===== src/rtl/ws2812_pkg.sv =====
// Shared types and timing defaults for the WS2812 refresh path.
// Counter width helper sizes every scheduler timer.
package ws2812_pkg;

  typedef enum logic [2:0] {
    IDLE,
    START,
    ARM,
    RUN,
    LATCH
  } state_t;

  localparam int NUM_LAYERS_DEF    = 8;
  localparam int FRAME_TICKS_DEF   = 1333333;
  localparam int LATCH_TICKS_DEF   = 24000;
  localparam int TIMEOUT_TICKS_DEF = 400000;
  localparam int ARM_TICKS_DEF     = 2;

  function automatic int cnt_w(
    input int a,
    input int b,
    input int c
  );
    int m;
    m = a;
    if (b > m) m = b;
    if (c > m) m = c;
    return $clog2(m);
  endfunction

endpackage


===== src/rtl/ws2812_tick_timer.sv =====
// Loadable down-counter that holds at zero.
// done is high whenever the count sits at zero.
module ws2812_tick_timer #(
  parameter int           W       = 8,
  parameter logic [W-1:0] RST_VAL = '0
) (
  input  logic         clk,
  input  logic         rst_n,
  input  logic         load,
  input  logic [W-1:0] load_val,
  input  logic         en,
  output logic         done
);

  logic [W-1:0] cnt;

  // Reload beats counting; the count never wraps below zero.
  always_ff @(posedge clk) begin
    if (!rst_n) begin
      cnt <= RST_VAL;
    end else if (load) begin
      cnt <= load_val;
    end else if (en && cnt != '0) begin
      cnt <= cnt - W'(1);
    end
  end

  assign done = (cnt == '0);

endmodule


===== src/rtl/ws2812_refresh_scheduler.sv =====
// Frame sequencer for the layer engines: start, run, latch gap.
// Holds the RAM write lock while engines read the frame.
module ws2812_refresh_scheduler
  import ws2812_pkg::*;
#(
  parameter int NUM_LAYERS    = NUM_LAYERS_DEF,
  parameter int FRAME_TICKS   = FRAME_TICKS_DEF,
  parameter int LATCH_TICKS   = LATCH_TICKS_DEF,
  parameter int TIMEOUT_TICKS = TIMEOUT_TICKS_DEF,
  parameter int ARM_TICKS     = ARM_TICKS_DEF
) (
  input  logic                  clk_in,
  input  logic                  rst_n_in,
  input  logic                  auto_en_in,
  input  logic                  frame_req_in,
  input  logic [NUM_LAYERS-1:0] layer_mask_in,
  input  logic [NUM_LAYERS-1:0] layer_busy_in,
  input  logic                  err_clr_in,
  output logic [NUM_LAYERS-1:0] read_en_out,
  output logic                  wr_lock_out,
  output logic                  busy_out,
  output logic                  frame_done_out,
  output logic                  timeout_err_out
);

  localparam int W = cnt_w(FRAME_TICKS, LATCH_TICKS,
                           TIMEOUT_TICKS);

  state_t                state;
  logic [NUM_LAYERS-1:0] active_mask;
  logic                  pending;
  logic                  tick;
  logic                  trig;
  logic                  req;
  logic                  run_idle;
  logic                  ph_load;
  logic [W-1:0]          ph_val;
  logic                  ph_done;

  // Remaining-count form: elapsed 0 at reset, tick at elapsed N-1.
  ws2812_tick_timer #(
    .W       (W),
    .RST_VAL (W'(FRAME_TICKS - 1))
  ) u_frame_timer (
    .clk      (clk_in),
    .rst_n    (rst_n_in),
    .load     (tick),
    .load_val (W'(FRAME_TICKS - 1)),
    .en       (1'b1),
    .done     (tick)
  );

  ws2812_tick_timer #(
    .W       (W),
    .RST_VAL ('0)
  ) u_phase_timer (
    .clk      (clk_in),
    .rst_n    (rst_n_in),
    .load     (ph_load),
    .load_val (ph_val),
    .en       (1'b1),
    .done     (ph_done)
  );

  assign trig     = frame_req_in | (auto_en_in & tick);
  assign req      = trig | pending;
  assign run_idle = ~|(layer_busy_in & active_mask);

  // Preload the phase counter with the next state's length minus one.
  always_comb begin
    ph_load = 1'b0;
    ph_val  = '0;
    unique case (state)
      START: begin
        ph_load = 1'b1;
        ph_val  = W'(ARM_TICKS - 1);
      end
      ARM: begin
        if (ph_done) begin
          ph_load = 1'b1;
          ph_val  = W'(TIMEOUT_TICKS - 1);
        end
      end
      RUN: begin
        if (ph_done || run_idle) begin
          ph_load = 1'b1;
          ph_val  = W'(LATCH_TICKS - 1);
        end
      end
      default: begin
        ph_load = 1'b0;
      end
    endcase
  end

  // Frame sequencer with registered outputs and one-deep pending.
  always_ff @(posedge clk_in) begin
    if (!rst_n_in) begin
      state           <= IDLE;
      pending         <= 1'b0;
      active_mask     <= '0;
      read_en_out     <= '0;
      wr_lock_out     <= 1'b0;
      busy_out        <= 1'b0;
      frame_done_out  <= 1'b0;
      timeout_err_out <= 1'b0;
    end else begin
      read_en_out    <= '0;
      frame_done_out <= 1'b0;
      if (err_clr_in) timeout_err_out <= 1'b0;
      if (state != IDLE && trig) pending <= 1'b1;
      unique case (state)
        IDLE: begin
          if (req) begin
            pending <= 1'b0;
            if (|layer_mask_in) begin
              active_mask <= layer_mask_in;
              read_en_out <= layer_mask_in;
              wr_lock_out <= 1'b1;
              busy_out    <= 1'b1;
              state       <= START;
            end
          end
        end
        START: begin
          state <= ARM;
        end
        ARM: begin
          if (ph_done) state <= RUN;
        end
        RUN: begin
          if (ph_done) begin
            timeout_err_out <= 1'b1;
            wr_lock_out     <= 1'b0;
            state           <= LATCH;
          end else if (run_idle) begin
            wr_lock_out <= 1'b0;
            state       <= LATCH;
          end
        end
        LATCH: begin
          if (ph_done) begin
            frame_done_out <= 1'b1;
            busy_out       <= 1'b0;
            state          <= IDLE;
          end
        end
        default: begin
          state <= IDLE;
        end
      endcase
    end
  end

endmodule


===== config.mk =====
export PLATFORM = sky130hd
export DESIGN_NAME = ws2812_refresh_scheduler
export DESIGN_NICKNAME = d
export VERILOG_FILES = /design/src/rtl/ws2812_pkg.sv /design/src/rtl/ws2812_tick_timer.sv /design/src/rtl/ws2812_refresh_scheduler.sv
export SDC_FILE = /design/constraint.sdc
export NUM_CORES = 1
export LEC_CHECK = 0
export ABC_AREA = 1
export ABC_CLOCK_PERIOD_IN_PS = 2500
export CORE_MARGIN = 2
export CORE_UTILIZATION = 44
export DETAILED_ROUTE_END_ITERATION = 10
export GPL_TIMING_DRIVEN = 0
export PLACE_DENSITY = 0.67
export REMOVE_ABC_BUFFERS = 1
export SYNTH_ARGS = -nofsm -noshare
export SYNTH_HDL_FRONTEND = slang
export SYNTH_SLANG_ARGS = --single-unit

===== constraint.sdc =====
create_clock -name clk_in -period 2.5 [get_ports clk_in]
set_clock_uncertainty 0.1 [all_clocks]
set_input_delay 0.375 -clock clk_in [delete_from_list [all_inputs] [get_ports clk_in]]
set_output_delay 0.375 -clock clk_in [all_outputs]
set_load 0.01 [all_outputs]

==> metrics.cfg <==
[die]
core_area_um2=6870
die_w_um=88.5
dieArea_um2=7840
die_h_um=88.5
start_util_pct=45.8
row_count=30
pin_count=33

[cts]
cts_htree_levels=3
cts_num_sinks=66
cts.clk_slew.worst_paths_ps=70
cts_tree=built
clock_latency_ps=340
post-cts-setup-buffers=0
max-clock-path-buffers=2
cts_root_buffer=clkbuf_8
cts_buffers=9

[timing]
tightest_slew_ps=864
fin_crit_sh_pct=87.3
fmax_ghz=0.458
hold_viol_final=0
setup_viol=0
rsz0062_at_grt=false
max-slew-margin-rel_pct=42.3
fin_crit_ps=2180
slew_viol_final=0
setup_ws_ps=318
tns_ps=0

[synthesis]
syn_area_um2=3140
syn_inst=420
avgSynthCellArea_um2=7.49
ys_seq_area_share_pct=42.0
yosys_warnings=0
ys_types=35
synth-seq-cells=66

[global_route]
grt_start_max_net_pins=21
grt_pass1_wl_um=10700
grt_usage_pct=17.5
antenna_found_initial=0
grt-ovfl-total=0
grt_pass1_vias=2468

[worst_setup_path]
cpLargestDelayFamily=simple AND/OR/NAND/NOR gates
crit_required_ps=2660
worstPathMaxFanout=12
cp_cell_sequence=inv_1, ha_1, nand2_4, nor2_8, nand3_4, nand2_1, nand2_4, nand2_2, nor2_4, nand2_1, a21oi_1
max_stage_delay_ps=310
critPathLaunchType=flop
crit_path_top_delay_cell=dfxtp_1
crit_buf_inv=1
criticalPathCategory=flop to flop
worst_setup_path_end_kind=flop
arrival_ps=2350

[pwr]
power_density_nw_per_um2=1130
fin_total_pwr_mw=4.23
switching_share_pct=40.2
pwr-share-seq_pct=34.4
p_leak_nw=1.60
p_int_mw=2.53
comb_power_share_pct=44.0
p_clk_share_pct=21.5
p_switching_mw=1.70
peakVddDrop_uv=552

[place]
gp_congestion=0.859
placed_cell_area_um2=3530
pre_cts_slack_ps=-217
io_buffers=32
place_hpwl_um=4520

[finish]
finalNetCount=479
final_common_cell=nand2_1
design_area_um2=3730
antenna_cells=0
area_growth_pct=18.8
final_layout_size_suffix_gt1_share_pct=10.2
mostFrequentLayoutCells=90 x nand2_1, 87 x nor2_1, 66 x dfxtp_1, 31 x inv_1, 31 x clkdlybuf4s50_1
fin_util_pct=54.4

[routing]
postRouteAntennaNets=0
finalWirelength_um=6230
vias_per_cell=4.76
dr.pass1.iters=4
drc=0
drt-initial-drc-count=115
num_vias=2652
post_drt_wl_per_cell_um=11.2

[run_status]
outcome=completed

[min_path]
hold_path.class=flop to flop

[run]
drv_cap=0

-- registers in the layout, indices dropped and copies added (netlist names) --
register / count
pending: 1
wr_lock_out: 1
read_en_out: 8
u_phase_timer.cnt: 21
u_frame_timer.cnt: 21
active_mask: 8
busy_out: 1
state: 3
timeout_err_out: 1
frame_done_out: 1
-- worst register-to-register path, stage by stage, from the launching register on --
cell,delay (ps)
dfxtp_1,310
inv_1,90
ha_1,290
nand2_4,140
nor2_8,60
nand3_4,170
nand2_1,130
nand2_4,130
nand2_2,90
nor2_4,290
nand2_1,150
a21oi_1,160
-- final timing paths --
check | start | endpoint | slack, ps | cells after the start
min | u_frame_timer.cnt[0]$_SDFFE_PP0P_ | u_frame_timer.cnt[0]$_SDFFE_PP0P_ | 350 | 1
min reg2reg | u_frame_timer.cnt[0]$_SDFFE_PP0P_ | u_frame_timer.cnt[0]$_SDFFE_PP0P_ | 350 | 1
max reg2reg | u_phase_timer.cnt[0]$_SDFFE_PN0P_ | u_phase_timer.cnt[16]$_SDFFE_PN0P_ | 320 | 11
max | u_phase_timer.cnt[0]$_SDFFE_PN0P_ | u_phase_timer.cnt[16]$_SDFFE_PN0P_ | 320 | 11
-- power groups by stage --
stage	Clock [mW]	Sequential (mW)	Combinational, mW
after global routing	0.977	1.48	2.12
final	0.911	1.46	1.86
after floorplan	0	1.45	1.48
after CTS	0.928	1.45	1.87
after detailed placement	0	1.47	1.87
after global placement	0	1.47	1.83
-- layout make-up --
type,instances,area [um2]
Clock buffer,11,151
Clock inverter,5,52.6
Fill cell,637,3130
Inverter,33,126
Multi-Input combinational cell,314,1640
Sequential cell,66,1320
Tap cell,96,120
Timing Repair Buffer,32,323
-- metrics by stage --
step | hold WS (ps) | cells
after global placement | 326 | 541
after detailed placement | 332 | 541
final | 346 | 557
after CTS | 347 | 557
after global routing | 357 | 557
after floorplan | 314 | 413
-- routing by layer --
layer  GRT usage (%)  wire length, um
met1            23.0             3070
met2            27.5             2740
met3            4.66              306
met4            7.02              121
met5               0                0
-- cell usage after synthesis (all sizes together) --
library cell / number / area [um2]
nor3: 7 / 40.0
xnor2: 16 / 140
nand3: 27 / 170
and3: 2 / 12.5
o211ai: 1 / 21.3
nand4: 3 / 18.8
dfxtp: 66 / 1320
and2: 1 / 6.26
clkbuf: 1 / 3.75
o21ai: 15 / 82.6
nand3b: 2 / 15.0
buf: 6 / 52.6
nor2: 97 / 423
or2: 4 / 27.5
xor2: 15 / 131
nand2: 97 / 397
ha: 2 / 25.0
a21oi: 24 / 124
inv: 33 / 126
nor4: 1 / 6.26
-- repair_timing --
item,in CTS,in global routing
hold buffers,0,0
setup endpoints to repair,0,1
gates resized for setup,0,1
-- cell families (layout without fill, tap and decap cells) --
family | Yosys count | count (layout) | synth area share, %
AO/OA/AOI/OAI | 40 | 40 | 7.24
buffers and inverters | 40 | 81 | 5.81
adder cells (fa/ha/maj) | 2 | 2 | 0.796
flip-flops | 66 | 66 | 42.0
AND/OR/NAND/NOR | 241 | 241 | 35.5
XOR/XNOR | 31 | 31 | 8.64
Power figures use the tool's default switching activity.
